File: src/rtl/ysyx_25020047_pkg.sv
// Shared definitions for the multi-cycle load/store unit: funct3 width codes,
// FSM state encoding and request legality helpers.
package ysyx_25020047_pkg;

    localparam logic [2:0] OpB  = 3'b000;
    localparam logic [2:0] OpH  = 3'b001;
    localparam logic [2:0] OpW  = 3'b010;
    localparam logic [2:0] OpBu = 3'b100;
    localparam logic [2:0] OpHu = 3'b101;

    typedef enum logic [1:0] {
        StIdle,
        StReq,
        StWait,
        StResp
    } lsu_state_e;

    // Unsigned widths only make sense for loads.
    function automatic logic op_illegal(logic [2:0] op, logic we);
        logic ill;
        case (op)
            OpB, OpH, OpW: ill = 1'b0;
            OpBu, OpHu:    ill = we;
            default:       ill = 1'b1;
        endcase
        return ill;
    endfunction

    function automatic logic op_misaligned(logic [2:0] op, logic [1:0] addr_lo);
        logic mis;
        case (op)
            OpH, OpHu: mis = addr_lo[0];
            OpW:       mis = (addr_lo != 2'b00);
            default:   mis = 1'b0;
        endcase
        return mis;
    endfunction

endpackage

File: src/rtl/ysyx_25020047_lsu_mc_if.sv
// Bundle of front-end request, memory-side and result signals of the LSU.
// master: the surroundings (core + memory); slave: the LSU itself.
interface ysyx_25020047_lsu_mc_if #(
    parameter int unsigned ADDR_W = 32
);
    // Front end
    logic              in_valid;
    logic              in_ready;
    logic              in_we;
    logic [2:0]        in_op;
    logic [ADDR_W-1:0] in_addr;
    logic [31:0]       in_wdata;
    // Memory side
    logic              mem_req;
    logic              mem_we;
    logic [ADDR_W-1:0] mem_addr;
    logic [31:0]       mem_wdata;
    logic [3:0]        mem_wmask;
    logic              mem_gnt;
    logic              mem_rvalid;
    logic [31:0]       mem_rdata;
    // Result
    logic              out_valid;
    logic              out_ready;
    logic [31:0]       out_rdata;
    logic              out_err;

    modport master (
        output in_valid, in_we, in_op, in_addr, in_wdata,
        input  in_ready,
        input  mem_req, mem_we, mem_addr, mem_wdata, mem_wmask,
        output mem_gnt, mem_rvalid, mem_rdata,
        input  out_valid, out_rdata, out_err,
        output out_ready
    );

    modport slave (
        input  in_valid, in_we, in_op, in_addr, in_wdata,
        output in_ready,
        output mem_req, mem_we, mem_addr, mem_wdata, mem_wmask,
        input  mem_gnt, mem_rvalid, mem_rdata,
        output out_valid, out_rdata, out_err,
        input  out_ready
    );

endinterface

File: src/rtl/ysyx_25020047_lsu_align.sv
// Combinational lane logic: store byte enables and data shift, load shift and
// sign/zero extension, all keyed on the low address bits.
module ysyx_25020047_lsu_align
    import ysyx_25020047_pkg::*;
(
    input  logic [2:0]  op_i,
    input  logic [1:0]  addr_lo_i,
    input  logic        we_i,
    input  logic [31:0] wdata_i,
    input  logic [31:0] rdata_i,
    output logic [3:0]  wmask_o,
    output logic [31:0] wdata_o,
    output logic [31:0] rdata_o
);

    logic [31:0] rdata_sh;

    assign wdata_o  = wdata_i << {addr_lo_i, 3'b000};
    assign rdata_sh = rdata_i >> {addr_lo_i, 3'b000};

    // Byte enables only for stores; loads present an all-zero mask.
    always_comb begin
        wmask_o = 4'b0000;
        if (we_i) begin
            case (op_i[1:0])
                2'b00:   wmask_o = 4'b0001 << addr_lo_i;
                2'b01:   wmask_o = 4'b0011 << addr_lo_i;
                default: wmask_o = 4'b1111;
            endcase
        end
    end

    // Truncate the shifted word to the access width, then extend.
    always_comb begin
        rdata_o = rdata_sh;
        case (op_i)
            OpB:     rdata_o = {{24{rdata_sh[7]}}, rdata_sh[7:0]};
            OpH:     rdata_o = {{16{rdata_sh[15]}}, rdata_sh[15:0]};
            OpBu:    rdata_o = {24'h0, rdata_sh[7:0]};
            OpHu:    rdata_o = {16'h0, rdata_sh[15:0]};
            default: rdata_o = rdata_sh;
        endcase
    end

endmodule

File: src/rtl/ysyx_25020047_lsu_mc.sv
// Multi-cycle load/store unit: accepts one access at a time, issues a single
// word-aligned memory request, waits for grant and data/ack with a bounded
// timeout, and holds the result until the consumer takes it.
module ysyx_25020047_lsu_mc
    import ysyx_25020047_pkg::*;
#(
    parameter int unsigned ADDR_W  = 32,  // must match the interface instance
    parameter int unsigned TIMEOUT = 255  // >= 1
) (
    input logic                     clk,
    input logic                     rst,
    ysyx_25020047_lsu_mc_if.slave   bus
);

    localparam int unsigned CntW = (TIMEOUT < 2) ? 1 : $clog2(TIMEOUT + 1);

    lsu_state_e        state_q, state_d;
    logic [ADDR_W-1:0] addr_q, addr_d;
    logic [2:0]        op_q, op_d;
    logic              we_q, we_d;
    logic [31:0]       wdata_q, wdata_d;
    logic              mem_req_q, mem_req_d;
    logic              out_valid_q, out_valid_d;
    logic              out_err_q, out_err_d;
    logic [31:0]       out_rdata_q, out_rdata_d;
    logic [CntW-1:0]   cnt_q, cnt_d;

    logic [3:0]        wmask;
    logic [31:0]       wdata_sh;
    logic [31:0]       rdata_ext;
    logic              timeout_hit;
    logic              req_bad;

    // Lanes are derived from latched request fields, so memory outputs stay
    // stable for the whole transaction and read back as zero after reset.
    ysyx_25020047_lsu_align u_align (
        .op_i      (op_q),
        .addr_lo_i (addr_q[1:0]),
        .we_i      (we_q),
        .wdata_i   (wdata_q),
        .rdata_i   (bus.mem_rdata),
        .wmask_o   (wmask),
        .wdata_o   (wdata_sh),
        .rdata_o   (rdata_ext)
    );

    assign timeout_hit = (32'(cnt_q) + 32'd1) >= TIMEOUT;
    assign req_bad     = op_illegal(bus.in_op, bus.in_we)
                       | op_misaligned(bus.in_op, bus.in_addr[1:0]);

    assign bus.in_ready  = (state_q == StIdle) && !rst;
    assign bus.mem_req   = mem_req_q;
    assign bus.mem_we    = we_q;
    assign bus.mem_addr  = {addr_q[ADDR_W-1:2], 2'b00};
    assign bus.mem_wdata = wdata_sh;
    assign bus.mem_wmask = wmask;
    assign bus.out_valid = out_valid_q;
    assign bus.out_rdata = out_rdata_q;
    assign bus.out_err   = out_err_q;

    // Next-state logic: acceptance, memory handshake, timeout and result hold.
    always_comb begin
        state_d     = state_q;
        addr_d      = addr_q;
        op_d        = op_q;
        we_d        = we_q;
        wdata_d     = wdata_q;
        mem_req_d   = mem_req_q;
        out_valid_d = out_valid_q;
        out_err_d   = out_err_q;
        out_rdata_d = out_rdata_q;
        cnt_d       = cnt_q;

        unique case (state_q)
            StIdle: begin
                if (bus.in_valid) begin
                    addr_d  = bus.in_addr;
                    op_d    = bus.in_op;
                    we_d    = bus.in_we;
                    wdata_d = bus.in_wdata;
                    cnt_d   = '0;
                    if (req_bad) begin
                        state_d     = StResp;
                        out_valid_d = 1'b1;
                        out_err_d   = 1'b1;
                        out_rdata_d = 32'h0;
                    end else begin
                        state_d   = StReq;
                        mem_req_d = 1'b1;
                    end
                end
            end
            StReq: begin
                if (bus.mem_gnt) begin
                    mem_req_d = 1'b0;
                    if (bus.mem_rvalid) begin
                        state_d     = StResp;
                        out_valid_d = 1'b1;
                        out_err_d   = 1'b0;
                        out_rdata_d = we_q ? 32'h0 : rdata_ext;
                    end else begin
                        state_d = StWait;
                        cnt_d   = '0;
                    end
                end else if (timeout_hit) begin
                    mem_req_d   = 1'b0;
                    state_d     = StResp;
                    out_valid_d = 1'b1;
                    out_err_d   = 1'b1;
                    out_rdata_d = 32'h0;
                end else begin
                    cnt_d = cnt_q + CntW'(1);
                end
            end
            StWait: begin
                if (bus.mem_rvalid) begin
                    state_d     = StResp;
                    out_valid_d = 1'b1;
                    out_err_d   = 1'b0;
                    out_rdata_d = we_q ? 32'h0 : rdata_ext;
                end else if (timeout_hit) begin
                    state_d     = StResp;
                    out_valid_d = 1'b1;
                    out_err_d   = 1'b1;
                    out_rdata_d = 32'h0;
                end else begin
                    cnt_d = cnt_q + CntW'(1);
                end
            end
            StResp: begin
                if (bus.out_ready) begin
                    state_d     = StIdle;
                    out_valid_d = 1'b0;
                    out_err_d   = 1'b0;
                    out_rdata_d = 32'h0;
                end
            end
            default: state_d = StIdle;
        endcase
    end

    // State register with synchronous reset; reset drops any open transaction.
    always_ff @(posedge clk) begin
        if (rst) begin
            state_q     <= StIdle;
            addr_q      <= '0;
            op_q        <= 3'b000;
            we_q        <= 1'b0;
            wdata_q     <= 32'h0;
            mem_req_q   <= 1'b0;
            out_valid_q <= 1'b0;
            out_err_q   <= 1'b0;
            out_rdata_q <= 32'h0;
            cnt_q       <= '0;
        end else begin
            state_q     <= state_d;
            addr_q      <= addr_d;
            op_q        <= op_d;
            we_q        <= we_d;
            wdata_q     <= wdata_d;
            mem_req_q   <= mem_req_d;
            out_valid_q <= out_valid_d;
            out_err_q   <= out_err_d;
            out_rdata_q <= out_rdata_d;
            cnt_q       <= cnt_d;
        end
    end

endmodule

File: src/flat_wrapper.sv
// flat-port wrapper written by rule: the top's interface ports become plain ports
module ysyx_25020047_lsu_mc_flat import ysyx_25020047_pkg::*;
#(
    parameter int unsigned ADDR_W  = 32,                                      
    parameter int unsigned TIMEOUT = 255         
)
  (clk, rst, bus_in_valid, bus_in_we, bus_in_op, bus_in_addr, bus_in_wdata, bus_in_ready, bus_mem_req, bus_mem_we, bus_mem_addr, bus_mem_wdata, bus_mem_wmask, bus_mem_gnt, bus_mem_rvalid, bus_mem_rdata, bus_out_valid, bus_out_rdata, bus_out_err, bus_out_ready);
  ysyx_25020047_lsu_mc_if #(.ADDR_W(ADDR_W)) bus_i ();
  input logic clk;
  input logic rst;
  input wire logic [$bits(bus_i.in_valid)-1:0] bus_in_valid;
  input wire logic [$bits(bus_i.in_we)-1:0] bus_in_we;
  input wire logic [$bits(bus_i.in_op)-1:0] bus_in_op;
  input wire logic [$bits(bus_i.in_addr)-1:0] bus_in_addr;
  input wire logic [$bits(bus_i.in_wdata)-1:0] bus_in_wdata;
  output wire logic [$bits(bus_i.in_ready)-1:0] bus_in_ready;
  output wire logic [$bits(bus_i.mem_req)-1:0] bus_mem_req;
  output wire logic [$bits(bus_i.mem_we)-1:0] bus_mem_we;
  output wire logic [$bits(bus_i.mem_addr)-1:0] bus_mem_addr;
  output wire logic [$bits(bus_i.mem_wdata)-1:0] bus_mem_wdata;
  output wire logic [$bits(bus_i.mem_wmask)-1:0] bus_mem_wmask;
  input wire logic [$bits(bus_i.mem_gnt)-1:0] bus_mem_gnt;
  input wire logic [$bits(bus_i.mem_rvalid)-1:0] bus_mem_rvalid;
  input wire logic [$bits(bus_i.mem_rdata)-1:0] bus_mem_rdata;
  output wire logic [$bits(bus_i.out_valid)-1:0] bus_out_valid;
  output wire logic [$bits(bus_i.out_rdata)-1:0] bus_out_rdata;
  output wire logic [$bits(bus_i.out_err)-1:0] bus_out_err;
  input wire logic [$bits(bus_i.out_ready)-1:0] bus_out_ready;
  assign bus_i.in_valid = bus_in_valid;
  assign bus_i.in_we = bus_in_we;
  assign bus_i.in_op = bus_in_op;
  assign bus_i.in_addr = bus_in_addr;
  assign bus_i.in_wdata = bus_in_wdata;
  assign bus_in_ready = bus_i.in_ready;
  assign bus_mem_req = bus_i.mem_req;
  assign bus_mem_we = bus_i.mem_we;
  assign bus_mem_addr = bus_i.mem_addr;
  assign bus_mem_wdata = bus_i.mem_wdata;
  assign bus_mem_wmask = bus_i.mem_wmask;
  assign bus_i.mem_gnt = bus_mem_gnt;
  assign bus_i.mem_rvalid = bus_mem_rvalid;
  assign bus_i.mem_rdata = bus_mem_rdata;
  assign bus_out_valid = bus_i.out_valid;
  assign bus_out_rdata = bus_i.out_rdata;
  assign bus_out_err = bus_i.out_err;
  assign bus_i.out_ready = bus_out_ready;
  ysyx_25020047_lsu_mc #(.ADDR_W(ADDR_W), .TIMEOUT(TIMEOUT)) u_core (.clk(clk), .rst(rst), .bus(bus_i));
endmodule
File: config.mk
export PLATFORM = sky130hd
export DESIGN_NAME = ysyx_25020047_lsu_mc_flat
export DESIGN_NICKNAME = d
export VERILOG_FILES = /design/src/rtl/ysyx_25020047_pkg.sv /design/src/rtl/ysyx_25020047_lsu_mc_if.sv /design/src/rtl/ysyx_25020047_lsu_align.sv /design/src/rtl/ysyx_25020047_lsu_mc.sv /design/src/flat_wrapper.sv
export SDC_FILE = /design/constraint.sdc
export NUM_CORES = 1
export LEC_CHECK = 0
export CAP_MARGIN = 40
export CORE_AREA = 2 2 143 145
export DETAILED_ROUTE_END_ITERATION = 7
export DIE_AREA = 0 0 145 147
export GPL_ROUTABILITY_DRIVEN = 0
export GPL_TIMING_DRIVEN = 0
export PLACE_DENSITY = 0.67
export SLEW_MARGIN = 5
export SYNTH_ARGS = -nofsm -noshare
export SYNTH_HDL_FRONTEND = slang
export SYNTH_HIERARCHICAL = 1
export SYNTH_SLANG_ARGS = --single-unit
export TNS_END_PERCENT = 100
File: constraint.sdc
create_clock -name clk -period 2 [get_ports clk]
set_clock_uncertainty 0.1 [all_clocks]
set_input_delay 0.5 -clock clk [delete_from_list [all_inputs] [get_ports clk]]
set_output_delay 0.5 -clock clk [all_outputs]
set_load 0.01 [all_outputs]
**After elaboration in Yosys (flattened, before gate mapping)**

Index checks and enable logic that the tools add are counted.

- Logic and storage cells: 100
- Register bits after elaboration: 113
- Output and inout bits: 105

- Reductions and logical operators: 17
- Multiplexer cells: 46
- Equal/unequal tests: 19
- Shift operators: 4
- $lt $le $gt $ge: 1
- Bitwise operators: 1
- $add $sub $neg: 2

Operators with widths:

| operator | count |
|---|---|
| 2-to-1 mux 32 bit | 8 |
| case mux 32 bit (4 select lines) | 2 |
| 2-to-1 mux 8 bit | 5 |
| >= comparator 32 x 8 -> 1 bit, second input constant | 1 |
| left shift 32 x 5 -> 32 bit | 1 |
| right shift 32 x 5 -> 32 bit | 1 |
| case mux 8 bit (3 select lines) | 1 |
| 2-to-1 mux 1 bit | 16 |
| equality test 3 bit, second input constant | 4 |
| 2-to-1 mux 2 bit | 6 |
| AND reduction 4 bit | 3 |
| adder 8 x 1 -> 9 bit, second input constant | 1 |
| adder 8 x 1 -> 8 bit, second input constant | 1 |
| inequality test 2 bit, second input constant | 4 |
| case mux 1 bit (4 select lines) | 2 |
| case mux 2 bit (4 select lines) | 1 |
| case mux 4 bit (2 select lines) | 1 |
| equality test 3 x 1 -> 1 bit, second input constant | 2 |
| logical NOT 3 bit | 2 |
| inequality test 3 bit, second input constant | 2 |
| case mux 1 bit (2 select lines) | 3 |
| equality test 2 x 1 -> 1 bit, second input constant | 2 |
| equality test 2 bit, second input constant | 2 |
| logical NOT 2 bit | 2 |
| 14 further kinds | 17 |

**Logic depth before layout (Yosys ltp)**

- Depth after elaboration: 7
- Mapped depth: 9
- Mapped depth without buffers: 7

**Cells and area by module**

Netlist, hierarchy kept.

Modules (own cells, without submodules):

| module | sequential area each (um^2) | instances | cells an instance | area each (um^2) |
|---|---|---|---|---|
| ysyx_25020047_lsu_mc | 2262.2 | 1 | 531 | 4683.2 |
| ysyx_25020047_lsu_align | 0.0 | 1 | 214 | 1325.0 |

**Worst setup path before layout**

OpenSTA, ideal clock, no wires.

- Kind: register to register
- Start point: reg u_core.cnt_q[0]
- End point: reg u_core.out_rdata_q[10], in the netlist u_core/bus.out_rdata[10]
- Data required time: 1.783 ns
- Arrival: 1.912 ns
- Clock period less this slack: 2.128 ns
- Setup time: 0.117 ns
- Stages on the path, launching flop included: 9
- Path slack: -0.128 ns
- Buffers on the path: 1
- Cells stage by stage: dfxtp_1 > inv_1 > ha_1 > nor2_1 > a2bb2o_4 > o311ai_1 > a31oi_2 > buf_6 > a22o_1

- Cells in the longest elaborated chain, start to end: 5
- Elaborated cells on any way between the ends: 6
- Classes of those cells: 1 x add/sub; 1 x order compare; 4 x mux

RTL lines:

| what | RTL line | source |
|---|---|---|
| from (decl) | ysyx_25020047_lsu_mc.sv:26 | `logic [CntW-1:0] cnt_q, cnt_d;` |
| from (signal assigned) | ysyx_25020047_lsu_mc.sv:165 | `cnt_q <= cnt_d;` |
| adder 8 x 1 -> 9 bit (*) | ysyx_25020047_lsu_mc.sv:47 | `assign timeout_hit = (32'(cnt_q) + 32'd1) >= TIMEOUT;` |
| >= comparator 32 x 8 -> 1 bit (*) | ysyx_25020047_lsu_mc.sv:47 |  |
| 2-to-1 mux 32 bit (*) | -- |  |
| 2-to-1 mux 32 bit, on equally long branches | -- |  |
| case mux 32 bit (4 select lines) (*) | -- |  |
| to (signal assigned) | ysyx_25020047_lsu_mc.sv:164 | `out_rdata_q <= out_rdata_d;` |
| to (decl) | ysyx_25020047_lsu_mc.sv:25 | `logic [31:0] out_rdata_q, out_rdata_d;` |

Mark *: on every way between the ends. The rest lies on a longest branch, timed or not.
A chain may end at the register's enable or synchronous reset.

**Worst setup path after layout**

- Start point: reg u_core.addr_q[1]
- End point: out bus_mem_wdata[21]

- Cells in the longest elaborated chain, start to end: 1

RTL lines:

| what | RTL line | source |
|---|---|---|
| from (decl) | ysyx_25020047_lsu_mc.sv:18 | `logic [ADDR_W-1:0] addr_q, addr_d;` |
| from (signal assigned) | ysyx_25020047_lsu_mc.sv:157 | `addr_q <= addr_d;` |
| left shift 32 x 5 -> 32 bit | ysyx_25020047_lsu_align.sv:18 | `assign wdata_o = wdata_i << {addr_lo_i, 3'b000};` |
| to (decl) | flat_wrapper.sv:20 | `output wire logic [$bits(bus_i.mem_wdata)-1:0] bus_mem_wdata;` |

Every way passes these cells.

==> results.md <==
Clock network:
- The number of sinks driven by the clock tree is around 110.
- The number of hold buffers added after cts is 0.
- The clock edge transition at the registers on the reported setup and hold paths is 0.05 ns.
- In this run the deepest clock path goes through 2 buffers.
- The TritonCTS clock tree is done.
- The clock reaches the later pin of the worst-skew pair after 0.41 ns.
- The root buffer cell is clkbuf_16.
- TritonCTS created 17 clock buffers.
- The count of H-tree levels built during CTS is 4.

GRT:
- The number of global-route vias before repair came to roughly 6200.
- The residual overflow from global routing is 0.
- The number of antenna violations at the first check in global routing is 0.
- The first global-routing pass estimated about 33000 um of wire.
- Global routing used about a fifth of the available tracks across all layers.
- The largest net degree at the start of global routing is 17.

Timing:
- The final max-slew violation count is 0.
- The achievable frequency is ~440 MHz.
- The relative slew slack is between 60% and 70%.
- Setup repair after global routing could not meet its margin everywhere.
- The smallest clock period supported by the final layout is computed as around 2.3 ns.
- The sum of negative setup slack is -9.864 ns.
- The slew at the pin closest to its max-slew limit is roughly 0.55 ns.
- After layout, the worst setup slack is -0.2979 ns.
- The final-report hold violation count is 0.
- Setup violations remaining at the end of the flow were counted as 68.
- The post-route clock period utilization is 114.9%.

Synth:
- The netlist uses 64 different library cells.
- Of all flip-flops after synthesis, the portion carrying an async set or reset was 0%.
- The synthesized netlist occupies a cell area of between 0.006 and 0.007 mm2.
- The basic-gate share of the synthesized area counting and, or, nand and nor cells is about a fifth.
- The top flip-flop cell by instance count after synthesis is dfxtp_1.
- Sorting the synthesized cells by how often they occur yields nand2_1 (187), dfxtp_1 (113), a21oi_1 (97).
- The synthesized netlist devotes less than 1% of its cell area to XOR and XNOR gates.
- The fraction of synthesized cell area taken by the top area cell type is a little under two fifths.
- The number of flops mapped to enable cells by yosys is 0.
- The fraction of the mapped netlist area in compound gates is about a quarter.
- A synthesized cell averages about 8 um2.
- The adder-cell share of the synthesized area is roughly 1.7%.
- After synthesis, the largest family of logic cells by area is compound AO/OA/AOI/OAI gates.
- The biggest area consumer among synthesized cells is dfxtp_1.
- The count of synthesis-stage warnings from yosys is 6.
- The synthesis-stage register bit count is between 100 and 150.
- Ranked by total cell area, the synthesized netlist is headed by dfxtp_1 (38%), nand2_1 (12%), a21oi_1 (8.1%).
- The multiplexer share of the synthesized area is under 10%.
- Synthesis produced ~750 cells.
- For this run, the register share of the synthesized area comes to 37.65%.
- The leading cell type by number of instances after synthesis is nand2_1.

Floorplan:
- between 200 and 250 I/O pins were placed.
- The area of the die is between 0.02 and 0.025 mm2.
- Measured along the y axis, the die boundary spans 147 um.
- The region available for standard cell placement spans a little under 0.02 mm2.
- The horizontal die dimension is 145 um.
- In this run the core area contains 52 standard-cell rows.
- The effective utilization at floorplan is a little under a third.

Worst setup path:
- Counting stages on the worst path, the most repeated cell is buf_12.
- The maximum fanout encountered on the critical timing path is 8.
- The required time at the worst-slack endpoint is between 1 and 1.5 ns.
- STA classifies the critical path endpoint as an output pin.
- The stage delay of the slowest cell on the critical path is 0.38 ns.
- The critical path goes through buf_12 -> buf_12 -> buf_4 -> mux2i_2 -> o21ai_1 -> buf_2.
- The start-to-end type of the worst setup path is reg -> out.
- The data arrival time of the critical path is approximately 1.7 ns.
- The startpoint type of the worst setup path is a flop.
- The largest individual stage delay along the critical path comes from the cell dfxtp_4.

Layout:
- The layout cell share with drive strength beyond 1 is 28.64%.
- The layout has 1850 filler cells.
- For this run, the number of standard cells in the final layout without fillers is around 1300.
- At the end of the flow, the number of nets in the layout was approximately 1100.
- 0 antenna diodes ended up in the layout.
- The final instance area is a little over 0.01 mm2.
- From synthesis to final layout, the design area changed by 71.91%.

Drt:
- In this run the remaining antenna-violating nets after routing total 0.
- The wire length reported by the detailed router is approximately 23000 um.
- The remaining routing DRC violations is 0.
- Dividing the detail-routed via count by the number of cells gives 4.949.
- The number of search-and-repair iterations in the first detailed-routing pass is 5.
- The count of vias placed by the detailed router is roughly 6500.
- The number of design-rule violations left by the first detailed-router iteration is about 420.
- The routed length per instance is about 17 um.

Worst hold path:
- The worst hold-check path type is in -> reg.

Place:
- The placement-stage cell area is between 0.008 and 0.009 mm2.
- Summed over all nets, the half-perimeter wirelength after detailed placement is approximately 16000 um.
- The number of placed instances, taps included is around 1200.
- The port buffer count is 208.

Pwr:
- In this run the power density over the cells is 1056 mW/mm2.
- IR analysis of the VDD net gives a maximum drop of 0.6198 mV.
- The analysis attributes to cell leakage a power of between 4 and 5 nW.
- The power consumption is between 0.01 and 0.015 W.

Job:
- Across the run, the number of max-cap violations was 0.

Run status:
- The run finished, with violations left.
- The checks that failed: setup timing.
layout make-up:
| type | count | area (um2) | area share (%) |
|---|---|---|---|
| Buffer | 82 | 699.4 | 6.772 |
| Sequential cell | 113 | 2288 | 22.16 |
| Tap cell | 270 | 337.8 | 3.271 |
| Inverter | 10 | 45.04 | 0.4361 |
| Clock inverter | 11 | 160.2 | 1.551 |
| Clock buffer | 21 | 460.4 | 4.458 |
| Multi-Input combinational cell | 536 | 3679 | 35.61 |
| Timing Repair Buffer | 264 | 2659 | 25.74 |
stage by stage:
stage	utilization, %	worst slack (ns)	hold slack (ns)
finish	52.05	-0.2979	0.2851
global route	52.05	-0.3492	0.2859
CTS	49.79	-0.3694	0.3543
detailed placement	42.78	-1.179	0.3470
global placement	42.74	-1.195	0.3382
floorplan	-	0.008185	0.3318
cells in the final DEF (no fill, tap or decap), types with 5 or more instances in the layout:
cell / instances
dlygate4sd2_1: 5
mux2i_4: 8
clkinv_2: 5
buf_4: 66
a22o_1: 34
mux2i_1: 14
a21oi_1: 90
mux2i_2: 5
o21a_1: 8
nand3_1: 5
and2_1: 13
nand2_1: 184
a21oi_2: 7
o21ai_1: 8
ha_4: 5
buf_2: 32
dlymetal6s2s_1: 31
buf_12: 8
nor2_4: 7
dfxtp_4: 6
nor2_1: 12
a211oi_2: 5
mux2_2: 8
buf_16: 5
o21ai_0: 9
nor2b_1: 16
clkbuf_16: 18
dfxtp_1: 104
clkbuf_8: 5
buf_8: 10
inv_1: 6
clkbuf_1: 17
a211oi_1: 13
buf_6: 28
clkdlybuf4s50_1: 135
repair_timing:
| item | in CTS | in global routing |
|---|---|---|
| setup endpoints to repair | 141 | 115 |
| buffers inserted | 36 | 12 |
| resized for setup | 318 | 103 |
| pin swaps | 24 | 25 |
| cloned | 6 | 1 |
layer usage:
layer | track usage (%) | share of wire, % | wire [um]
met1 | 24.77 | 42 | 9532
met2 | 34.17 | 49 | 11210
met3 | 4.503 | 6.2 | 1413
met4 | 7.129 | 2.3 | 515
met5 | 0 | 0 | 0
power by group:
group          total (W)  switching, W  internal [W]
Clock            0.00320       0.00106       0.00214
Sequential       0.00289      0.000301       0.00259
Combinational    0.00481       0.00238       0.00244
Total             0.0109       0.00374       0.00716
sequential cells by signal, summed over array words and instances, names as in the netlist:
register              count
u_core/addr_q            32
u_core/state_q            2
u_core/bus.mem_req        1
u_core/bus.out_rdata     32
u_core/bus.out_valid      1
u_core/op_q               3
u_core/cnt_q              8
u_core/bus.mem_we         1
u_core/wdata_q           32
u_core/bus.out_err        1
worst max-delay path: cells and delay by family (launching register included):
family | cells | cell delay (ns)
buffers and inverters | 4 | 0.54
DFF | 1 | 0.38
muxes | 1 | 0.26
AOI/OAI and AO/OA | 1 | 0.10
final timing paths:
check                            startpoint                                     to  slack, ns  cells after the start
min                               bus_in_we         u_core/bus.mem_we$_SDFFE_PP0P_       0.29                      3
min reg2reg  u_core/addr_q[21]$_SDFFE_PP0P_         u_core/addr_q[21]$_SDFFE_PP0P_       0.35                      2
max reg2reg    u_core/cnt_q[0]$_SDFFE_PP0P_  u_core/bus.out_rdata[25]$_SDFFE_PP0P_      -0.07                      9
max           u_core/addr_q[1]$_SDFFE_PP0P_                      bus_mem_wdata[21]      -0.30                      6
logic make-up (layout without fill, tap and decap cells):
family,Yosys count,in the layout
fa+ha+maj,8,8
compound gates,208,208
simple gates,280,280
other cells,1,2
flops,113,113
buf+inv,97,388
xor+xnor,3,3
mux,35,35
No activity file was read; power rests on OpenSTA's default activity.
